===== src/rtl/writeback_queue.sv =====
// Writeback queue: funnels two execution writeback ports into one register-file write port.
// Optional feature macro WBQ_BYPASS_EN: an empty queue forwards the oldest new write straight to the output.
module writeback_queue #(
    parameter int regWidth  = 5,
    parameter int dataWidth = 64,
    parameter int DEPTH     = 8
) (
    input  logic                   clock_i,
    input  logic                   reset_i,
    input  logic                   flush_i,
    input  logic                   reg1WritebackEnable_i,
    input  logic                   reg2WritebackEnable_i,
    input  logic [regWidth-1:0]    reg1WritebackAddress_i,
    input  logic [regWidth-1:0]    reg2WritebackAddress_i,
    input  logic [dataWidth-1:0]   reg1WritebackVal_i,
    input  logic [dataWidth-1:0]   reg2WritebackVal_i,
    input  logic                   condRegUpdateEnable_i,
    input  logic [31:0]            newCRVal_i,
    output logic                   stall_o,
    output logic                   wbEnable_o,
    output logic [regWidth-1:0]    wbAddress_o,
    output logic [dataWidth-1:0]   wbVal_o,
    output logic                   crWriteEnable_o,
    output logic [31:0]            crVal_o,
    output logic [$clog2(DEPTH):0] count_o,
    output logic                   overflow_o
);
    localparam int AW          = $clog2(DEPTH);
    localparam int CW          = AW + 1;
    localparam int CW1         = CW + 1;
    localparam int EW          = regWidth + dataWidth;
    localparam int STALL_LIMIT = DEPTH - 2;
    localparam logic [CW:0]   DEPTH_W = DEPTH[CW:0];
    localparam logic [CW-1:0] STALL_W = STALL_LIMIT[CW-1:0];

    logic [EW-1:0]        mem_r [DEPTH];
    logic [AW-1:0]        rd_ptr_r, wr_ptr_r, rd_ptr_nxt_s, wr_ptr_nxt_s, wr_ptr_inc_s;
    logic [CW-1:0]        count_r, count_nxt_s;
    logic                 wb_en_r, wb_en_nxt_s;
    logic [regWidth-1:0]  wb_addr_r, wb_addr_nxt_s;
    logic [dataWidth-1:0] wb_val_r, wb_val_nxt_s;
    logic                 cr_en_r, cr_en_nxt_s;
    logic [31:0]          cr_val_r, cr_val_nxt_s;
    logic                 overflow_r, overflow_nxt_s;
    logic                 deq_s, bypass_s, drop_s, mem_we0_s, mem_we1_s;
    logic [1:0]           req_cnt_s, enq_cnt_s;
    logic [CW:0]          free_s;
    logic [EW-1:0]        first_ent_s, second_ent_s, enq0_ent_s, head_ent_s;

    // Request decode: order the new writes, decide bypass and whether they fit.
    always_comb begin
        req_cnt_s = {1'b0, reg1WritebackEnable_i} + {1'b0, reg2WritebackEnable_i};
        if (reg1WritebackEnable_i) begin
            first_ent_s = {reg1WritebackAddress_i, reg1WritebackVal_i};
        end else begin
            first_ent_s = {reg2WritebackAddress_i, reg2WritebackVal_i};
        end
        second_ent_s = {reg2WritebackAddress_i, reg2WritebackVal_i};
        deq_s        = (count_r != {CW{1'b0}});
`ifdef WBQ_BYPASS_EN
        bypass_s = !deq_s && (req_cnt_s != 2'd0);
`else
        bypass_s = 1'b0;
`endif
        if (bypass_s) begin
            enq_cnt_s  = req_cnt_s - 2'd1;
            enq0_ent_s = second_ent_s;
        end else begin
            enq_cnt_s  = req_cnt_s;
            enq0_ent_s = first_ent_s;
        end
        // Slots freed by this edge's dequeue are usable by this edge's writes.
        free_s       = DEPTH_W - {1'b0, count_r} + CW1'(deq_s);
        drop_s       = (CW1'(enq_cnt_s) > free_s);
        head_ent_s   = mem_r[rd_ptr_r];
        wr_ptr_inc_s = wr_ptr_r + AW'(1'b1);
    end

    // Next-state: flush wins over everything, overflowing writes are dropped whole.
    always_comb begin
        count_nxt_s    = count_r;
        rd_ptr_nxt_s   = rd_ptr_r;
        wr_ptr_nxt_s   = wr_ptr_r;
        wb_en_nxt_s    = 1'b0;
        wb_addr_nxt_s  = wb_addr_r;
        wb_val_nxt_s   = wb_val_r;
        cr_en_nxt_s    = 1'b0;
        cr_val_nxt_s   = cr_val_r;
        overflow_nxt_s = overflow_r;
        mem_we0_s      = 1'b0;
        mem_we1_s      = 1'b0;
        if (flush_i) begin
            count_nxt_s  = {CW{1'b0}};
            rd_ptr_nxt_s = {AW{1'b0}};
            wr_ptr_nxt_s = {AW{1'b0}};
        end else begin
            if (bypass_s) begin
                wb_en_nxt_s                  = 1'b1;
                {wb_addr_nxt_s, wb_val_nxt_s} = first_ent_s;
            end else if (deq_s) begin
                wb_en_nxt_s                  = 1'b1;
                {wb_addr_nxt_s, wb_val_nxt_s} = head_ent_s;
            end else begin
                wb_en_nxt_s = 1'b0;
            end
            if (drop_s) begin
                overflow_nxt_s = 1'b1;
                count_nxt_s    = count_r - CW'(deq_s);
            end else begin
                mem_we0_s    = (enq_cnt_s != 2'd0);
                mem_we1_s    = (enq_cnt_s == 2'd2);
                count_nxt_s  = count_r + CW'(enq_cnt_s) - CW'(deq_s);
                wr_ptr_nxt_s = wr_ptr_r + AW'(enq_cnt_s);
            end
            rd_ptr_nxt_s = rd_ptr_r + AW'(deq_s);
            cr_en_nxt_s  = condRegUpdateEnable_i;
            cr_val_nxt_s = newCRVal_i;
        end
    end

    // Storage array: no reset, entries beyond the read pointer are never observed.
    always_ff @(posedge clock_i) begin
        if (mem_we0_s) begin
            mem_r[wr_ptr_r] <= enq0_ent_s;
        end
        if (mem_we1_s) begin
            mem_r[wr_ptr_inc_s] <= second_ent_s;
        end
    end

    // Control and output registers.
    always_ff @(posedge clock_i or negedge reset_i) begin
        if (!reset_i) begin
            count_r    <= {CW{1'b0}};
            rd_ptr_r   <= {AW{1'b0}};
            wr_ptr_r   <= {AW{1'b0}};
            wb_en_r    <= 1'b0;
            wb_addr_r  <= {regWidth{1'b0}};
            wb_val_r   <= {dataWidth{1'b0}};
            cr_en_r    <= 1'b0;
            cr_val_r   <= 32'd0;
            overflow_r <= 1'b0;
        end else begin
            count_r    <= count_nxt_s;
            rd_ptr_r   <= rd_ptr_nxt_s;
            wr_ptr_r   <= wr_ptr_nxt_s;
            wb_en_r    <= wb_en_nxt_s;
            wb_addr_r  <= wb_addr_nxt_s;
            wb_val_r   <= wb_val_nxt_s;
            cr_en_r    <= cr_en_nxt_s;
            cr_val_r   <= cr_val_nxt_s;
            overflow_r <= overflow_nxt_s;
        end
    end

    assign stall_o         = (count_r > STALL_W);
    assign wbEnable_o      = wb_en_r;
    assign wbAddress_o     = wb_addr_r;
    assign wbVal_o         = wb_val_r;
    assign crWriteEnable_o = cr_en_r;
    assign crVal_o         = cr_val_r;
    assign count_o         = count_r;
    assign overflow_o      = overflow_r;

endmodule


===== config.mk =====
export PLATFORM = sky130hd
export DESIGN_NAME = writeback_queue
export DESIGN_NICKNAME = d
export VERILOG_FILES = /design/src/rtl/writeback_queue.sv
export SDC_FILE = /design/constraint.sdc
export NUM_CORES = 1
export LEC_CHECK = 0
export BUFFER_PORTS_ARGS = -buffer_cell sky130_fd_sc_hd__buf_2
export CAP_MARGIN = 20
export CORE_MARGIN = 3
export CORE_UTILIZATION = 65
export DETAILED_ROUTE_END_ITERATION = 6
export GPL_TIMING_DRIVEN = 0
export PLACE_DENSITY = 0.93
export SETUP_SLACK_MARGIN = 0.4
export SYNTH_ARGS = -nofsm -noshare
export SYNTH_HDL_FRONTEND = slang
export SYNTH_SLANG_ARGS = --single-unit
export TNS_END_PERCENT = 10

===== constraint.sdc =====
create_clock -name clock_i -period 15.1 [get_ports clock_i]
set_input_delay 1.51 -clock clock_i [delete_from_list [all_inputs] [get_ports clock_i]]
set_output_delay 1.51 -clock clock_i [all_outputs]
set_load 0.02 [all_outputs]

==> impl_metrics.ini <==
[status]
status = finished clean

[setup_path]
r2r-start = count_o[2]
endpoint_kind = flip-flop
crit_type = in -> reg
critPathLaunchType = input pin
required_ps = 15390
critical_path.max_fanout = 25
r2r_slack_ps = 10320
timing.rr.end = mem_r[1][62]
r2r_cells = 14
cp.arrival_ps = 5940

[global_route]
track_usage_pct = 32.8
grt_max_degree = 81
antenna_found_initial = 6
overflow = 0
grt_pass1_vias = 21301
grt_pass1_wl_um = 131000

[timing]
finalSetupTns_ps = 0
setup_ws_ps = 9460
report.final.slew_viol_count = 0
worst_slew_pin_slew_ps = 1060
finClkSkew_ps = 20.9
setup_viol = 0
max_freq_mhz = 177
post-route-min-period_ps = 5640
whs_ps = 498
rsz0062_at_grt = false
finalHoldViolCount = 0
post-route-period-util_pct = 37.4
slew_headroom_pct = 29.3

[synth]
yosysSeqAreaShare_pct = 59.3
ys_async_sr_fraction_pct = 17.1
synthesis.area_um2 = 32800
ys.flop_type = edfxtp_1
synth_largest_area_cell = edfxtp_1
syn_nets = 2119
synth_top_cell_area_share_pct = 50.6
yosys.cell_types.count = 39
ys_ff_latch = 666
synthCells = 1921
yosys-top-cells-area = edfxtp_1 (51%), mux2_2 (19%), mux4_2 (9.5%)
synth_warnings = 0
syn_area_per_cell_um2 = 17.1
synth_edf_count = 552

[pwr]
power_switching_mw = 1.98
clkPwrFrac_pct = 27.4
vdd.ir_drop.worst_v = 0.000115
p_sw_share_pct = 32.2
comb_power_share_pct = 32.6
seqPwrFrac_pct = 40.0
p_leak_nw = 13.2
p_per_area_nw_per_um2 = 162
p_total_mw = 6.14
power.internal_mw = 4.16

[layout]
fin_util_pct = 76.7
nFillCells = 2670
drive_gt1_share_pct = 50.4
syn_to_final_growth_pct = 15.5
stdcell_count = 3020
regArea_um2 = 19400
final_nets = 2496
multi_input_area_um2 = 12700
final_common_cell = mux2_2
final_cell_mix = mux2_2 (556), edfxtp_1 (552), buf_2 (340), mux4_2 (138), dfrtp_1 (114)
fin_area_um2 = 37800

[die]
rows = 81
core-area_um2 = 49400
die_h_um = 230
dieArea_um2 = 53100
io_pins = 285
initial_core_util_pct = 66.4
die_width_um = 230

[run]
drv_cap = 0

[place]
placed_area_um2 = 35600
portBuffers = 284
dp.cells = 2892
place_congestion = 0.826
place_ws_ps = 8890
hpwl_um = 54300

[detailed_routing]
drtIter0Drc = 2495
wl_per_cell_um = 28.7
wl_um = 86500
drtPass1Iterations = 5
drcViolationCount = 0
route.vias.total = 20218
ant_nets = 0
viasPerCell = 6.69

[clock_network]
cts_max_path_buffers = 3
cts_tree = done
post_cts_buffers = 0
cts_resized = 0
clk_transition_reported_paths_ps = 60
worst_skew_pair.late_latency_ps = 610
cts_hold_buf = 0
cts.htree.levels = 3
numClockSinks = 666
cts-root-buf = clkbuf_16
cts_made_buffers = 68

[hold_path]
whs_path_depth = 1
holdPathEnd = crVal_o[21]
min_from = crVal_o[21]
hp-class = reg -> reg
cell usage after synthesis, types with 3 or more instances:
cell,number
xnor2_1,5
buf_1,12
a21oi_2,4
buf_2,57
nor3_1,7
mux2_2,556
o21ai_2,4
buf_4,9
buf_6,8
mux2i_1,69
a211oi_1,4
o21ai_0,3
nor2b_1,6
edfxtp_1,552
nand3_1,3
ha_1,20
a21oi_1,82
xor2_1,3
clkbuf_1,41
nand2_1,11
dfrtp_1,114
mux2_1,99
inv_1,18
mux4_2,138
nor2_1,79
nor3b_1,3
flip-flops by register name (all words and copies together) (netlist names):
signal	flops
mem_r	552
wbVal_o	64
crVal_o	32
wbAddress_o	5
count_o	4
rd_ptr_r	3
wr_ptr_r	3
crWriteEnable_o	1
overflow_o	1
wbEnable_o	1
worst max-delay path: stages:
cell,delay [ps]
buf_2,140
clkbuf_1,490
clkbuf_1,750
inv_1,120
ha_1,360
inv_1,100
ha_1,140
nor2b_1,60
o211ai_2,470
nor2_2,330
nor2_4,860
buf_12,310
buf_12,250
per-layer routing:
| metal | wire (um) | global-route usage, % | share of wire [%] |
|---|---|---|---|
| met4 | 3400 | 14.1 | 3.9 |
| met3 | 9130 | 6.77 | 11 |
| met2 | 42300 | 52.9 | 49 |
| met5 | 21 | 0 | 0.024 |
| met1 | 31700 | 44.0 | 37 |
layout make-up:
cell class	count	area share, %
Inverter	18	0.179
Buffer	127	1.70
Clock inverter	24	0.562
Sequential cell	666	51.3
Tap cell	664	2.20
Multi-Input combinational cell	1110	33.6
Timing Repair Buffer	307	5.17
Clock buffer	100	5.28
Antenna cell	4	0.0265
how the worst max path moves through the flow:
stage | from | endpoint | slack, ps
finish | reg1WritebackEnable_i | mem_r[1][62] | 9460
global route | reg1WritebackEnable_i | mem_r[3][64] | 9270
CTS | reg1WritebackEnable_i | mem_r[3][64] | 9520
detailed placement | reg1WritebackEnable_i | mem_r[3][63] | 8890
global placement | reg1WritebackEnable_i | mem_r[4][63] | 3210
floorplan | reg1WritebackEnable_i | mem_r[2][0] | 7940
cell families after synthesis:
kind of cell / share of synthesized area [%]
simple gates: 1.53
buf+inv: 2.17
compound gates: 1.74
mux: 34.2
xor+xnor: 0.214
flops: 59.3
fa+ha+maj: 0.886
power groups by stage:
stage	Clock (mW)	Sequential, mW	Combinational, mW
final	1.69	2.46	2.00
after global routing	1.76	2.48	2.12
after CTS	1.69	2.45	2.00
after detailed placement	0	2.48	1.97
after global placement	0	2.52	1.84
after floorplan	0	2.61	1.17
Note: power is estimated with default switching activity, not from simulation.
